<file path="src/rtl/seq_restoring_divider.sv">
// Multi-cycle unsigned restoring divider: one quotient bit per enabled clock,
// with a start/busy/done handshake and ena gating of all state.
module seq_restoring_divider #(
    parameter int DW = 8,
    parameter int VW = 4
) (
    input  logic          clk,
    input  logic          rst_n,
    input  logic          ena,
    input  logic          start,
    input  logic [DW-1:0] dividend,
    input  logic [VW-1:0] divisor,
    output logic          busy,
    output logic          done,
    output logic [DW-1:0] quotient,
    output logic [VW-1:0] remainder,
    output logic          div_by_zero
);

    // state  | meaning
    // IDLE   | waiting for start; results held
    // RUN    | one restoring step per enabled edge, count down to 0
    // DONE   | results newly valid; done high for one enabled cycle
    localparam logic [1:0] S_IDLE = 2'd0;
    localparam logic [1:0] S_RUN  = 2'd1;
    localparam logic [1:0] S_DONE = 2'd2;

    localparam int CW = $clog2(DW);

    logic [1:0]    state_q;
    logic [DW-1:0] shift_q;
    logic [VW:0]   partial_q;
    logic [VW-1:0] divisor_q;
    logic [CW-1:0] count_q;

    logic [VW:0]   trial;
    logic [VW:0]   diff;
    logic          fits;
    logic [VW:0]   partial_nxt;
    logic [DW-1:0] shift_nxt;

    always_comb begin
        trial       = {partial_q[VW-1:0], shift_q[DW-1]};
        diff        = trial - {1'b0, divisor_q};
        fits        = (trial >= {1'b0, divisor_q});
        partial_nxt = fits ? diff : trial;
        shift_nxt   = {shift_q[DW-2:0], fits};
    end

    assign busy = (state_q != S_IDLE);
    assign done = (state_q == S_DONE);

    always_ff @(posedge clk or negedge rst_n) begin
        if (!rst_n) begin
            state_q     <= S_IDLE;
            shift_q     <= '0;
            partial_q   <= '0;
            divisor_q   <= '0;
            count_q     <= '0;
            quotient    <= '0;
            remainder   <= '0;
            div_by_zero <= 1'b0;
        end else if (ena) begin
            case (state_q)
                S_IDLE: begin
                    if (start) begin
                        shift_q   <= dividend;
                        divisor_q <= divisor;
                        partial_q <= '0;
                        count_q   <= CW'(DW - 1);
                        if (divisor == '0) begin
                            // No iterations needed; publish the saturated result now.
                            quotient    <= '1;
                            remainder   <= '0;
                            div_by_zero <= 1'b1;
                            state_q     <= S_DONE;
                        end else begin
                            state_q <= S_RUN;
                        end
                    end
                end
                S_RUN: begin
                    shift_q   <= shift_nxt;
                    partial_q <= partial_nxt;
                    if (count_q == '0) begin
                        // Final remainder is < divisor, so it fits in VW bits.
                        quotient    <= shift_nxt;
                        remainder   <= partial_nxt[VW-1:0];
                        div_by_zero <= 1'b0;
                        state_q     <= S_DONE;
                    end else begin
                        count_q <= count_q - CW'(1);
                    end
                end
                S_DONE:  state_q <= S_IDLE;
                default: state_q <= S_IDLE;
            endcase
        end
    end

endmodule

</file>
<file path="config.mk">
export PLATFORM = sky130hd
export DESIGN_NAME = seq_restoring_divider
export DESIGN_NICKNAME = d
export VERILOG_FILES = /design/src/rtl/seq_restoring_divider.sv
export SDC_FILE = /design/constraint.sdc
export NUM_CORES = 1
export LEC_CHECK = 0
export ABC_AREA = 1
export BUFFER_PORTS_ARGS = -buffer_cell sky130_fd_sc_hd__buf_2
export CORE_UTILIZATION = 57
export CTS_BUF_LIST = sky130_fd_sc_hd__clkbuf_2 sky130_fd_sc_hd__clkbuf_4 sky130_fd_sc_hd__clkbuf_8
export DETAILED_ROUTE_END_ITERATION = 6
export PLACE_DENSITY = 0.92
export SYNTH_ARGS = -nofsm -noshare
export SYNTH_HDL_FRONTEND = slang
export SYNTH_SLANG_ARGS = --single-unit
</file>
<file path="constraint.sdc">
create_clock -name clk -period 2 [get_ports clk]
set_input_delay 0.5 -clock clk [delete_from_list [all_inputs] [get_ports clk]]
set_output_delay 0.5 -clock clk [all_outputs]
set_load 0.02 [all_outputs]
</file>
======== Word-level counts from Yosys, hierarchy flattened ========
Index checks and enable logic that the tools add are counted.
cells by class
  $add $sub $neg .......................... 2
  $lt $le $gt $ge ......................... 1
  equality and inequality tests ........... 6
  multiplexer cells ....................... 24
  reductions and logical operators ........ 10
operators with widths
  kind                   count
  $mux W8                4
  $pmux W8 S2            2
  $mux W4                5
  $pmux W4 S2            2
  $reduce_and A3 Y1      3
  $ne A2 B2 Y1 const B   4
  $mux W2                3
  $mux W3                2
  $pmux W3 S2            1
  $ge A5 B4 Y1           1
  $reduce_and A5 Y1      1
  $logic_not A4 Y1       1
  $pmux W2 S2            1
  $reduce_and A4 Y1      1
  $reduce_bool A2 Y1     2
  $sub A4 B4 Y4          1
  $logic_not A3 Y1       1
  $mux W1                3
  $sub A3 B1 Y3 const B  1
  $eq A2 B1 Y1 const B   1
  $eq A2 B2 Y1 const B   1
  $logic_not A2 Y1       1
  $pmux W1 S2            1
storage, ports and cells
  bits in registers ....................... 34
  input bits .............................. 16
  output and inout bits ................... 15
  word-level logic and storage cells ...... 51

======== Longest topological paths before layout ========
  word-level depth ........................ 4
  mapped depth ............................ 12
  mapped depth without buffers ............ 12

======== Least setup slack after synthesis ========
OpenSTA, ideal clock, no wires.
  path kind ............................... register to register
  from .................................... register partial_q[1]
  to ...................................... register partial_q[0]
  setup time .............................. 0.117 ns
  data arrival time ....................... 1.448 ns
  data required time ...................... 1.883 ns
  slack ................................... 0.436 ns
  stages on the path, launching flop included .. 10
  buffers on the path ..................... 0
  clock period less this slack ............ 1.564 ns
  path through ............................ dfrtp_1 ha_1 a21oi_1 nand2_1 nand2_1 nand2_1 nand3_1 nand2_1 nand2_1 nand2_1
on the way
  word-level cells in the longest chain between the ends .. 3
ends and longest elaborated chain
  element                   RTL line  text
  start: declaration        32        logic [VW:0] partial_q;
  start signal: assignment  84        partial_q <= partial_nxt;
  $ge A5 B4 Y1              45        fits = (trial >= {1'b0, divisor_q});
  $mux W4                   46        partial_nxt = fits ? diff : trial;
  $pmux W4 S2               64        case (state_q)
Every way passes these cells.
A chain may end at the register's enable or synchronous reset.

======== Final worst setup path ========
  from .................................... register partial_q[1]
  to ...................................... register remainder[3]
on the way
  word-level cells in the longest chain between the ends .. 4
  elaborated cells between the ends (all ways) .. 5
  classes of those cells .................. add/sub (1); order compare (1); mux (3)
ends and longest elaborated chain
  element                                               RTL line  text
  $sub A4 B4 Y4 / $ge A5 B4 Y1 (equally long branches)  44, 45
  $mux W4 (*)                                           46
  $mux W4 (*)                                           85        if (count_q == '0) begin
  $pmux W4 S2 (*)                                       64
  end signal: assignment                                88        remainder <= partial_nxt[VW-1:0];
  end: declaration                                      16        output logic [VW-1:0] remainder,
Mark *: on every way between the ends. The rest lies on a longest branch, timed or not. The select of a mux whose other input is x is not followed.

==> summary.md <==
| Metric | Value |
|---|---|
| Core ar. | `2810 sq um` |
| Peak VDD IR | `0.000896 V` |
| Yosys Warn Count | `0` |
| Post-Synthesis Cells | `between 200 and 250` |
| R2R Setup Slk | `0.22 ns` |
| Post-synth EDFFs | `0` |
| Post-Synth XOR/XNOR Area | `0.00511` |
| Top cells by area, synth | `dfrtp_1 (50%), nand2_1 (13%), nor2_1 (5.0%)` |
| Post-synth top area share | `0.496` |
| Initial core utilization | `0.611` |
| Mux share of post-synthesis cell area | `0` |
| Nets@finish | `between 200 and 300` |
| Final setup vio count | `0` |
| Adder-cell share of the synthesized area | `0.0555` |
| Register bit total from synthesis | `34` |
| Synth top cells by count | `nand2_1 (61), dfrtp_1 (34), nor2_1 (23)` |
| Initial antenna violation count | `0` |
| Worst-Margin Slew | `0.711 ns` |
| Share of the core filled with cells | `0.689` |
| Period utilization | `0.890` |
| Vias | `1,444` |
| Setup Crit Path Kind | `register to register` |
| Worst path bufs/invs | `0` |
| Min-Delay Path Class | `primary input to async pin` |
| Worst slack, placed | `0.260 ns` |
| Crit start category | `register` |
| Grt total ovfl | `0` |
| Worst stage delay on the critical path | `0.41 ns` |
| Largest family of logic cells by synthesized area | `simple AND/OR/NAND/NOR gates` |
| Clock Latency Late Sink | `0.34 ns` |
| CP max FO | `5` |
| Cell repeated most along the worst path | `nand2_1` |
| Routed Antenna Nets | `0` |
| # rows | `19` |
| Minimum clock period | `around 1.8 ns` |
| Crit-path leading delay family | `simple AND/OR/NAND/NOR gates` |
| Global placer's final weighted congestion | `0.891` |
| Leakage | `0.00110 uW` |
| Synth Area in Compound Gates | `0.122` |
| Worst Hold Slack | `0.204 ns` |
| DP HPWL | `2500 um` |
| CTS sink cnt | `34` |
| Sequential fraction of the synthesis area | `0.496` |
| CP required | `2.23 ns` |
| RSZ-0062 raised after global routing | `no` |
| Mapped cell area | `~1700 sq um` |
| Setup TNS | `0 ns` |
| Syn_nets | `226` |
| Die height | `56.8 um` |
| Count of pins over their slew limit | `0` |
| Crit-path slowest cell | `dfrtp_1` |
| Vias in the first global route | `1,323` |
| Port buffer count | `30` |
| I/O pins | `31` |
| Routed len/inst | `between 10 and 15 um` |
| Starting DRT DRC Count | `79` |
| Ys async rst share | `1.00` |
| Vias per Instance | `approximately 5.4` |
| Cts hold-fix bufs | `0` |
| WL final | `3310 um` |
| N_diodes | `0` |
| Slew HR | `0.526` |
| Area leader, netlist | `dfrtp_1` |
| Mapped Avg Cell Area | `8.44 sq um` |
| CP endpoint kind | `register` |
| Most used DFF post-synth | `dfrtp_1` |
| Total GRT Usage | `0.236` |
| Dpl cell area | `1890 sq um` |
| Worst-path clk slew | `0.10 ns` |
| Total power divided by cell area | `1640 nW/um^2` |
| Hold Vio Cnt, Final | `0` |
| Layout cells sized above 1 | `0.239` |
| Final worst slack | `about 0.22 ns` |
| Num CTS Buffers | `5` |
| Number of post-CTS setup repair buffers | `0` |
| Drt drc | `0` |
| Max-Cap Viols | `0` |
| Most frequent cell after synthesis | `nand2_1` |
| First-pass GRT wire length | `5730 um` |
| H-tree depth | `2` |
| Synth Area in Simple Gates | `0.252` |
| Post-route cell area | `1930 sq um` |
| Endpoint arrival time on the critical path | `2.01 ns` |
| Die area | `roughly 3200 sq um` |
| Synth cell types | `23` |
| Area added between synthesis and finish | `12.8%` |
| Achievable Freq | `562 MHz` |
| Root buffer cell | `clkbuf_4` |
| TritonRoute pass-1 iters | `5` |
| Final Skew | `0.00702 ns` |
| Die X | `56.8 um` |
| CTS tree | `built` |
| # resized after CTS | `0` |
| Clk buf depth | `2` |
| CP cell instances | `ha_1 -> a21oi_1 -> nand2_1 -> nand2_1 -> nand2_1 -> nand2_1 -> nand2_1 -> nand3_1 -> nand2_1` |
| Largest net degree at the start of global routing | `35` |
| Status | `completed` |
==> where the power goes <==
part / internal (uW) / switching (uW) / total (uW)
Clock: 126 / 220 / 346
Sequential: 1000 / 202 / 1210
Combinational: 556 / 1060 / 1610
Total: 1690 / 1480 / 3170
==> registers in the layout (all words and copies together), names as in the netlist <==
name         count
remainder        4
count_q          3
divisor_q        4
partial_q        4
quotient         8
shift_q          8
div_by_zero      1
state_q          2
==> final timing paths <==
check,start,to,cells after the start
min in group clk,divisor[1],divisor_q[1]$_DFFE_PN0P_,3
max,partial_q[1]$_DFFE_PN0P_,remainder[3]$_DFFE_PN0P_,9
max reg2reg,partial_q[1]$_DFFE_PN0P_,remainder[3]$_DFFE_PN0P_,9
min,rst_n,shift_q[0]$_DFFE_PN0P_,1
max in group asynchronous,rst_n,count_q[1]$_DFFE_PN0P_,1
min reg2reg,remainder[3]$_DFFE_PN0P_,remainder[3]$_DFFE_PN0P_,2
==> kinds of logic (layout without fill, tap and decap cells) <==
logic type / Yosys count / in the layout
and+or+nand+nor: 103 / 103
DFF: 34 / 34
AOI/OAI and AO/OA: 31 / 31
buffers and inverters: 27 / 62
adders and majority gates: 7 / 7
xor gates and xnor gates: 1 / 1
==> cell usage in the layout (no fill, tap or decap), types with 6 or more instances in the layout <==
cell type   n
nand2_1    61
dfrtp_1    34
buf_2      30
nor2_1     23
inv_1      17
nand3_1    12
o21ai_2     8
o31ai_1     7
inv_2       6
ha_1        6
==> area by class of cell <==
class                           instances  area, sq um
Clock buffer                            5         37.5
Clock inverter                          2         10.0
Fill cell                             240          872
Inverter                               23         86.3
Multi-Input combinational cell        142          744
Sequential cell                        34          851
Tap cell                               31         38.8
Timing Repair Buffer                   32          165
==> worst register-to-register path: stages, from the launching register on <==
cell	delay, ns
dfrtp_1	0.41
ha_1	0.36
a21oi_1	0.24
nand2_1	0.08
nand2_1	0.13
nand2_1	0.15
nand2_1	0.09
nand2_1	0.07
nand3_1	0.08
nand2_1	0.05
==> metrics by stage <==
step           total power (uW)  instances
6_report                   3170        269
5_1_grt                    3470        269
4_1_cts                    3180        269
3_5_place_dp               2830        262
3_3_place_gp               2760        262
2_1_floorplan              2410        203
==> layer usage <==
| metal | share of wire | vias to the layer above | routed length [um] | track usage |
|---|---|---|---|---|
| met5 | 0 | - | 0 | 0 |
| met3 | 0.056 | 7 | 186 | 0.0714 |
| met4 | 0.017 | 0 | 57 | 0.0836 |
| met1 | 0.42 | 666 | 1380 | 0.295 |
| met2 | 0.51 | 47 | 1680 | 0.388 |
| li1 | - | 724 | - | - |
(Power assumes the default switching activity.)
